<file path="config.mk">
export PLATFORM = sky130hd
export DESIGN_NAME = battleship_turn_controller
export DESIGN_NICKNAME = d
export VERILOG_FILES = /design/src/rtl/battleship_turn_controller.sv
export SDC_FILE = /design/constraint.sdc
export NUM_CORES = 1
export LEC_CHECK = 0
export CORE_MARGIN = 2
export CORE_UTILIZATION = 35
export DETAILED_ROUTE_END_ITERATION = 7
export SYNTH_ARGS = -nofsm -noshare
export SYNTH_HDL_FRONTEND = slang
export SYNTH_SLANG_ARGS = --single-unit
</file>
<file path="constraint.sdc">
create_clock -name clk -period 7.8 [get_ports clk]
set_clock_uncertainty 0.1 [all_clocks]
set_input_delay 0.78 -clock clk [delete_from_list [all_inputs] [get_ports clk]]
set_output_delay 0.78 -clock clk [all_outputs]
set_load 0.02 [all_outputs]
</file>
<file path="src/rtl/battleship_turn_controller.sv">
// -----------------------------------------------------------------------------
// battleship_turn_controller
//
// Game sequencer for Battleship. It owns the single shot port into the player
// and PC boards, alternates turns, enforces the per-turn time limit for the
// player, draws PC targets from the PRNG, tallies hits and declares a winner.
//
// Ports
//   clk, rst                 system clock, synchronous active-high reset
//   start                    pulse: leave IDLE/WIN/LOSE and begin placement
//   place_done               level: ships placed on both boards
//   ships_total[2:0]         hits needed to win (0 treated as 1), latched on start
//   player_fire, player_row, player_col   player shot request
//   rand_row, rand_col       PRNG coordinates, new every clk
//   shot_done, shot_hit, shot_repeat      board response (hit/repeat valid with done)
//   shot_valid, shot_target, shot_row, shot_col   shot request to the boards
//                            (target 0 = PC board, 1 = player board)
//   state[2:0]               current game state (encoding below)
//   time_left[TIMER_W-1:0]   cycles remaining in the player turn
//   player_hits, pc_hits     saturating hit tallies
//
// Build option
//   BTL_AUTO_PLAY_EN  when defined, a player timeout fires an automatic shot at
//                     the current PRNG coordinates instead of forfeiting the turn.
//
// state | meaning
// ------+----------------------------------------------------------
// 0     | IDLE    - waiting for start
// 1     | PLACE   - ships being placed, waiting for place_done
// 2     | P_TURN  - player turn, timer counting down
// 3     | P_WAIT  - player shot in flight, timer frozen
// 4     | PC_TURN - one cycle: draw PC target from the PRNG
// 5     | PC_WAIT - PC shot in flight
// 6     | WIN     - player sank the required ships (terminal)
// 7     | LOSE    - PC sank the required ships (terminal)
// -----------------------------------------------------------------------------
module battleship_turn_controller #(
  parameter int BOARD_N     = 5,
  parameter int TURN_CYCLES = 750_000_000,
  parameter int TIMER_W     = 30
) (
  input  logic               clk,
  input  logic               rst,
  input  logic               start,
  input  logic               place_done,
  input  logic [2:0]         ships_total,
  input  logic               player_fire,
  input  logic [2:0]         player_row,
  input  logic [2:0]         player_col,
  input  logic [2:0]         rand_row,
  input  logic [2:0]         rand_col,
  input  logic               shot_done,
  input  logic               shot_hit,
  input  logic               shot_repeat,
  output logic               shot_valid,
  output logic               shot_target,
  output logic [2:0]         shot_row,
  output logic [2:0]         shot_col,
  output logic [2:0]         state,
  output logic [TIMER_W-1:0] time_left,
  output logic [2:0]         player_hits,
  output logic [2:0]         pc_hits
);

  localparam logic [2:0] S_IDLE    = 3'd0;
  localparam logic [2:0] S_PLACE   = 3'd1;
  localparam logic [2:0] S_P_TURN  = 3'd2;
  localparam logic [2:0] S_P_WAIT  = 3'd3;
  localparam logic [2:0] S_PC_TURN = 3'd4;
  localparam logic [2:0] S_PC_WAIT = 3'd5;
  localparam logic [2:0] S_WIN     = 3'd6;
  localparam logic [2:0] S_LOSE    = 3'd7;

  localparam logic [TIMER_W-1:0] TURN_LOAD = TIMER_W'(TURN_CYCLES);
  localparam logic [TIMER_W-1:0] TIMER_ONE = TIMER_W'(1);

  logic [2:0] ships_goal;
  logic [2:0] ph_next;
  logic [2:0] pc_next;
  logic       player_in_range;

`ifdef BTL_AUTO_PLAY_EN
  logic auto_shot;   // current player shot was issued by the timeout
  logic auto_retry;  // auto shot hit a used cell; reissue next cycle
`endif

  function automatic logic coord_ok(input logic [2:0] v);
    return int'(v) < BOARD_N;
  endfunction

  // PRNG values beyond the board are folded back once by subtracting BOARD_N.
  function automatic logic [2:0] fold(input logic [2:0] v);
    if (int'(v) >= BOARD_N) return 3'(int'(v) - BOARD_N);
    else                    return v;
  endfunction

  function automatic logic [2:0] sat_inc(input logic [2:0] c, input logic hit);
    if (hit && (c != 3'd7)) return c + 3'd1;
    else                    return c;
  endfunction

  always_comb begin
    ph_next         = sat_inc(player_hits, shot_hit);
    pc_next         = sat_inc(pc_hits, shot_hit);
    player_in_range = coord_ok(player_row) && coord_ok(player_col);
  end

  always_ff @(posedge clk) begin
    if (rst) begin
      state       <= S_IDLE;
      shot_valid  <= 1'b0;
      shot_target <= 1'b0;
      shot_row    <= 3'd0;
      shot_col    <= 3'd0;
      time_left   <= '0;
      player_hits <= 3'd0;
      pc_hits     <= 3'd0;
      ships_goal  <= 3'd1;
`ifdef BTL_AUTO_PLAY_EN
      auto_shot   <= 1'b0;
      auto_retry  <= 1'b0;
`endif
    end else begin
      case (state)
        S_IDLE, S_WIN, S_LOSE: begin
          shot_valid <= 1'b0;
          if (start) begin
            ships_goal  <= (ships_total == 3'd0) ? 3'd1 : ships_total;
            player_hits <= 3'd0;
            pc_hits     <= 3'd0;
            state       <= S_PLACE;
          end
        end

        S_PLACE: begin
          if (place_done) begin
            time_left <= TURN_LOAD;
            state     <= S_P_TURN;
          end
        end

        S_P_TURN: begin
          // A valid fire takes priority over a timeout in the same cycle, and
          // the fire cycle itself does not consume timer budget.
          if (player_fire && player_in_range) begin
            shot_row    <= player_row;
            shot_col    <= player_col;
            shot_target <= 1'b0;
            shot_valid  <= 1'b1;
            state       <= S_P_WAIT;
`ifdef BTL_AUTO_PLAY_EN
            auto_shot   <= 1'b0;
`endif
          end else if (time_left <= TIMER_ONE) begin
            time_left <= '0;
`ifdef BTL_AUTO_PLAY_EN
            shot_row    <= fold(rand_row);
            shot_col    <= fold(rand_col);
            shot_target <= 1'b0;
            shot_valid  <= 1'b1;
            auto_shot   <= 1'b1;
            state       <= S_P_WAIT;
`else
            state     <= S_PC_TURN;
`endif
          end else begin
            time_left <= time_left - TIMER_ONE;
          end
        end

        S_P_WAIT: begin
`ifdef BTL_AUTO_PLAY_EN
          if (auto_retry) begin
            shot_row   <= fold(rand_row);
            shot_col   <= fold(rand_col);
            shot_valid <= 1'b1;
            auto_retry <= 1'b0;
          end else
`endif
          if (shot_valid && shot_done) begin
            shot_valid <= 1'b0;
            if (shot_repeat) begin
`ifdef BTL_AUTO_PLAY_EN
              if (auto_shot) auto_retry <= 1'b1;
              else           state      <= S_P_TURN;
`else
              state <= S_P_TURN;
`endif
            end else begin
              player_hits <= ph_next;
              state       <= (ph_next == ships_goal) ? S_WIN : S_PC_TURN;
            end
          end
        end

        S_PC_TURN: begin
          shot_row    <= fold(rand_row);
          shot_col    <= fold(rand_col);
          shot_target <= 1'b1;
          shot_valid  <= 1'b1;
          state       <= S_PC_WAIT;
        end

        S_PC_WAIT: begin
          if (shot_valid && shot_done) begin
            shot_valid <= 1'b0;
            if (shot_repeat) begin
              state <= S_PC_TURN;
            end else begin
              pc_hits <= pc_next;
              if (pc_next == ships_goal) begin
                state <= S_LOSE;
              end else begin
                time_left <= TURN_LOAD;
                state     <= S_P_TURN;
              end
            end
          end
        end

        default: state <= S_IDLE;
      endcase
    end
  end

endmodule
</file>
# After elaboration in Yosys (flattened, before gate mapping)
# Cells that the tools add are included.
# op_classes
addsub	5
order_cmp	5
n_eq_ne	22
n_mux	39
n_reduce_logical	21
# ops
cell	n
$mux 30	6
$pmux 30 s3	1
$mux 3	21
$le 30x1->1 const B	1
$sub 30x1->30 const B	1
$pmux 3 s2	4
$ne 2x2->1 const B	9
$pmux 3 s6	1
$eq 3x3->1 const B	4
$ne 3x3->1 const B	3
$reduce_and 4->1	2
$add 3x1->3 const B	2
$eq 3x2->1 const B	2
$eq 3x3->1	2
$ge 3x3->1 const B	2
$logic_not 3->1	2
$lt 3x3->1 const B	2
$reduce_and 6->1	1
$reduce_bool 2->1	3
$sub 3x3->3 const B	2
$logic_and 1x1->1	5
$reduce_and 5->1	1
$pmux 1 s4	1
$reduce_and 2->1	2
other kinds (10)	12
# totals
ff_bits	50
inputBits	23
output_inout_bits	47
wordCells	101

# Logic depth before layout (Yosys ltp)
# logic_depth
word_depth	8
depth_mapped	11
depth_no_buf	8

# Worst setup path before layout
# OpenSTA, ideal clock, no wires.
# synth_timing
path_type	register to register
from	reg time_left[0]
to	reg time_left[28]
setup_time_ns	0.070
arrival_time_ns	2.708
required_ns	7.630
path_slack_ns	4.922
path_stages_with_launch	10
n_path_buf	2
period_less_slack_ns	2.878
cell_sequence	dfxtp_1 inv_1 ha_1 or3b_2 clkbuf_1 or3_1 clkbuf_1 or4_1 or3_1 a21oi_1
# synth_between
elab_chain_cells	4
word_cells_on_any_way	5
cone_classes	add/sub: 1; order compare: 1; mux: 3
# synth_lines
element	line	text
from (decl)	60	output logic [TIMER_W-1:0] time_left,
from (signal assigned)	167	time_left <= time_left - TIMER_ONE;
$sub 30x1->30 / $le 30x1->1 (equally long branches)	167, 154	
$mux 30 *	154	end else if (time_left <= TIMER_ONE) begin
$mux 30 *	145	if (player_fire && player_in_range) begin
$pmux 30 s3 *	124	case (state)
# Every way passes the cells marked *; elsewhere a longest branch is shown, timed or not. The select of a mux whose other input is x is not followed.
# A chain may end at the register's enable or synchronous reset.

# Worst setup path after layout
# layout_timing
from	reg time_left[14]
to	reg time_left[28]
# Same word-level chain as after synthesis.

==> impl_results.md <==
* Switch Pwr at between 800 and 900 uW
* Synth top cells by count: dfxtp_1, a21oi_1, nor2_1
* WP data required at 7900 ps
* Register area share after synthesis at 0.319
* Area Growth Syn to Fin at 27.7%
* Sequential power share at 0.246
* Post-layout min period at between 3000 and 4000 ps
* Clock share of power at 0.097
* Maximum clock rate at 276 MHz
* Startpoint types: flop
* Yosys warns at 0
* Hpwl dp at 6510 um
* Die Footprint at 9740 sq um
* Routability cong. at 0.979
* Initial antenna violation count at 0
* Core area at 8720 sq um
* Vias after detailed routing at 3262
* RR Startpoint: time_left[14]
* Maximum vdd drop at 160 uV
* Layout cell share with drive strength beyond 1 at 0.0677
* 1st-pass router iterations at 5
* Ys flop type: dfxtp_1
* Area of the multi-input gates at slightly above 2000 sq um
* Clock Pin Slew Worst Setup and Hold Paths at roughly 100 ps
* Vias per cell at about 5.8
* Clock root buffer: clkbuf_8
* PostCTS Resize Cnt at 0
* Status: finished, final reports clean
* First-pass GRT wire length at 15000 um
* PnR Total Power at roughly 1700 uW
* Post-Syn Area at 3140 sq um
* Post-CTS Hold Fix Bufs at 0
* CP Max Fanout at 12
* Row count at 34
* Most frequent cell after synthesis: dfxtp_1
* Net Count, Synth at 432
* Int Pwr at 849 uW
* Residual DRC at 0
* Die H at 98.7 um
* I/O Buffers at around 70
* PD cells at ~430 nW/um^2
* Fin. max-slew vios at 0
* WL/cell at roughly 16 um
* Unrepaired setup endpoints after global routing: no
* Top cell type's share of synthesized area at 0.319
* Detail Route Antenna Nets at 0
* # setup viols final at 0
* Worst setup path startpoint: time_left[14]
* Num ports at 70
* Cell accounting for the most synthesized area: dfxtp_1
* Ant. Diodes at 0
* Worst skew pair latency at 320 ps
* Syn Inst Count at 399
* Slew HR at 0.249
* Nets@finish at between 400 and 500
* Fillcell total at 882
* Asr flop ratio synth at 0
* Clk sinks at 50
* Tcrit/Tclk final at 0.464
* Synth area leaders: dfxtp_1, a21oi_1, o21ai_0
* Post-CTS Setup Inserts at 0
* Leakage at 0.00145 uW
* Die X at 98.7 um
* Cts bufs inserted at 5
* Vias in the first global route at 3153
* Gr usage total at 0.184
* Final hold vios at 0
* Min-delay src: shot_target
* Grt ovf at 0
* Post-synthesis register bit count at 50
* Largest net degree at the start of global routing at 48
* Number of enable flip-flop cells after synthesis at 0
* Switching Share at 0.510
* CTS tree: built
* Worst EP arrival at 3720 ps
* # Max-Cap Violations at 0
* Final WL at 9000 um
* H-tree depth at 2
* Type of the worst min-delay path: flop to flop
* Critical path type: flop to flop
* Initial Util at 0.360
* Worst-case clock buffer depth at 2
* Nature of the critical path endpoint: flop
* Worst slew pin tran at 1120 ps
* Cell variety after synth at 54
* DRT iter0 DRCs at 192
* Register area at between 1000 and 1500 sq um
* Logic pwr share at 0.657
* Mapped Avg Cell Area at 7.86 sq um
* Setup tns final at 0 ps
[per-layer routing]
layer  share of wire  GRT usage
met5               0          0
met3           0.057     0.0383
met1            0.46      0.246
met2            0.47      0.310
met4          0.0084     0.0358
[power by group through the flow]
| stage | logic [uW] | registers [uW] | clock network (uW) |
|---|---|---|---|
| after floorplan | 749 | 472 | 0 |
| after global placement | 1120 | 430 | 0 |
| after detailed placement | 1120 | 431 | 0 |
| after CTS | 1130 | 425 | 174 |
| after global routing | 1250 | 442 | 182 |
| final | 1140 | 426 | 168 |
[stage by stage]
step / cells / utilization / hold slack [ps] / setup WS (ps) / cell area [sq um]
6_report: 566 / 0.459 / 368 / 4180 / 4010
4_1_cts: 566 / 0.459 / 372 / 4230 / 4010
3_3_place_gp: 558 / 0.448 / 354 / 4300 / 3910
2_1_floorplan: 399 / - / 399 / 4920 / 3140
5_1_grt: 566 / 0.459 / 413 / 3960 / 4010
3_5_place_dp: 558 / 0.448 / 358 / 4230 / 3910
[cells in the final DEF (no fill, tap or decap), types with 4 or more instances in the layout]
cell / instances
nor3_1: 24
ha_1: 10
or4_1: 7
xnor2_1: 5
inv_1: 8
clkbuf_8: 6
or2_2: 4
o31ai_1: 4
dfxtp_1: 50
a21oi_1: 43
nor2b_1: 10
nand2b_1: 10
clkdlybuf4s50_1: 69
nand3_1: 11
o21ai_0: 31
buf_4: 4
a22o_1: 4
nor2_1: 33
a211oi_1: 10
or3_1: 11
mux2i_1: 9
nand2_1: 15
o21bai_1: 10
nor4_1: 11
a31oi_1: 7
[final timing paths]
check | endpoint | slack, ps | cells after the start
hold reg to reg | shot_target | 370 | 2
setup reg to reg | time_left[28] | 4180 | 7
hold / removal | shot_target | 370 | 2
setup / recovery | time_left[28] | 4180 | 7
[registers in the layout, summed over array words and instances, names as in the netlist]
| register | flops |
|---|---|
| pc_hits | 3 |
| player_hits | 3 |
| ships_goal | 3 |
| shot_col | 3 |
| shot_row | 3 |
| shot_target | 1 |
| shot_valid | 1 |
| state | 3 |
| time_left | 30 |
[critical path, stage by stage, from the launching register on]
cell and delay [ps]:
dfxtp_1 380, nor4_1 690, nand2_1 420, nor4_2 1040
buf_4 340, nor2_1 80, o21ai_2 380, a21oi_1 80
[cells by family (layout without fill, tap and decap cells)]
family                     count (synthesis)  after routing  synth area share
and+or+nand+nor                          156            156             0.275
xor gates and xnor gates                   8              8            0.0223
muxes                                     12             12            0.0395
DFF                                       50             50             0.319
buffers and inverters                     31             90            0.0403
AOI/OAI and AO/OA                        132            132             0.264
adders and majority gates                 10             10            0.0399
[area by class of cell]
cell class | count | share of cell area
Clock inverter | 2 | 0.00312
Sequential cell | 50 | 0.250
Inverter | 9 | 0.00843
Multi-Input combinational cell | 318 | 0.504
Clock buffer | 6 | 0.0206
Tap cell | 108 | 0.0337
Timing Repair Buffer | 73 | 0.180
No activity file was read; power rests on OpenSTA's default activity.
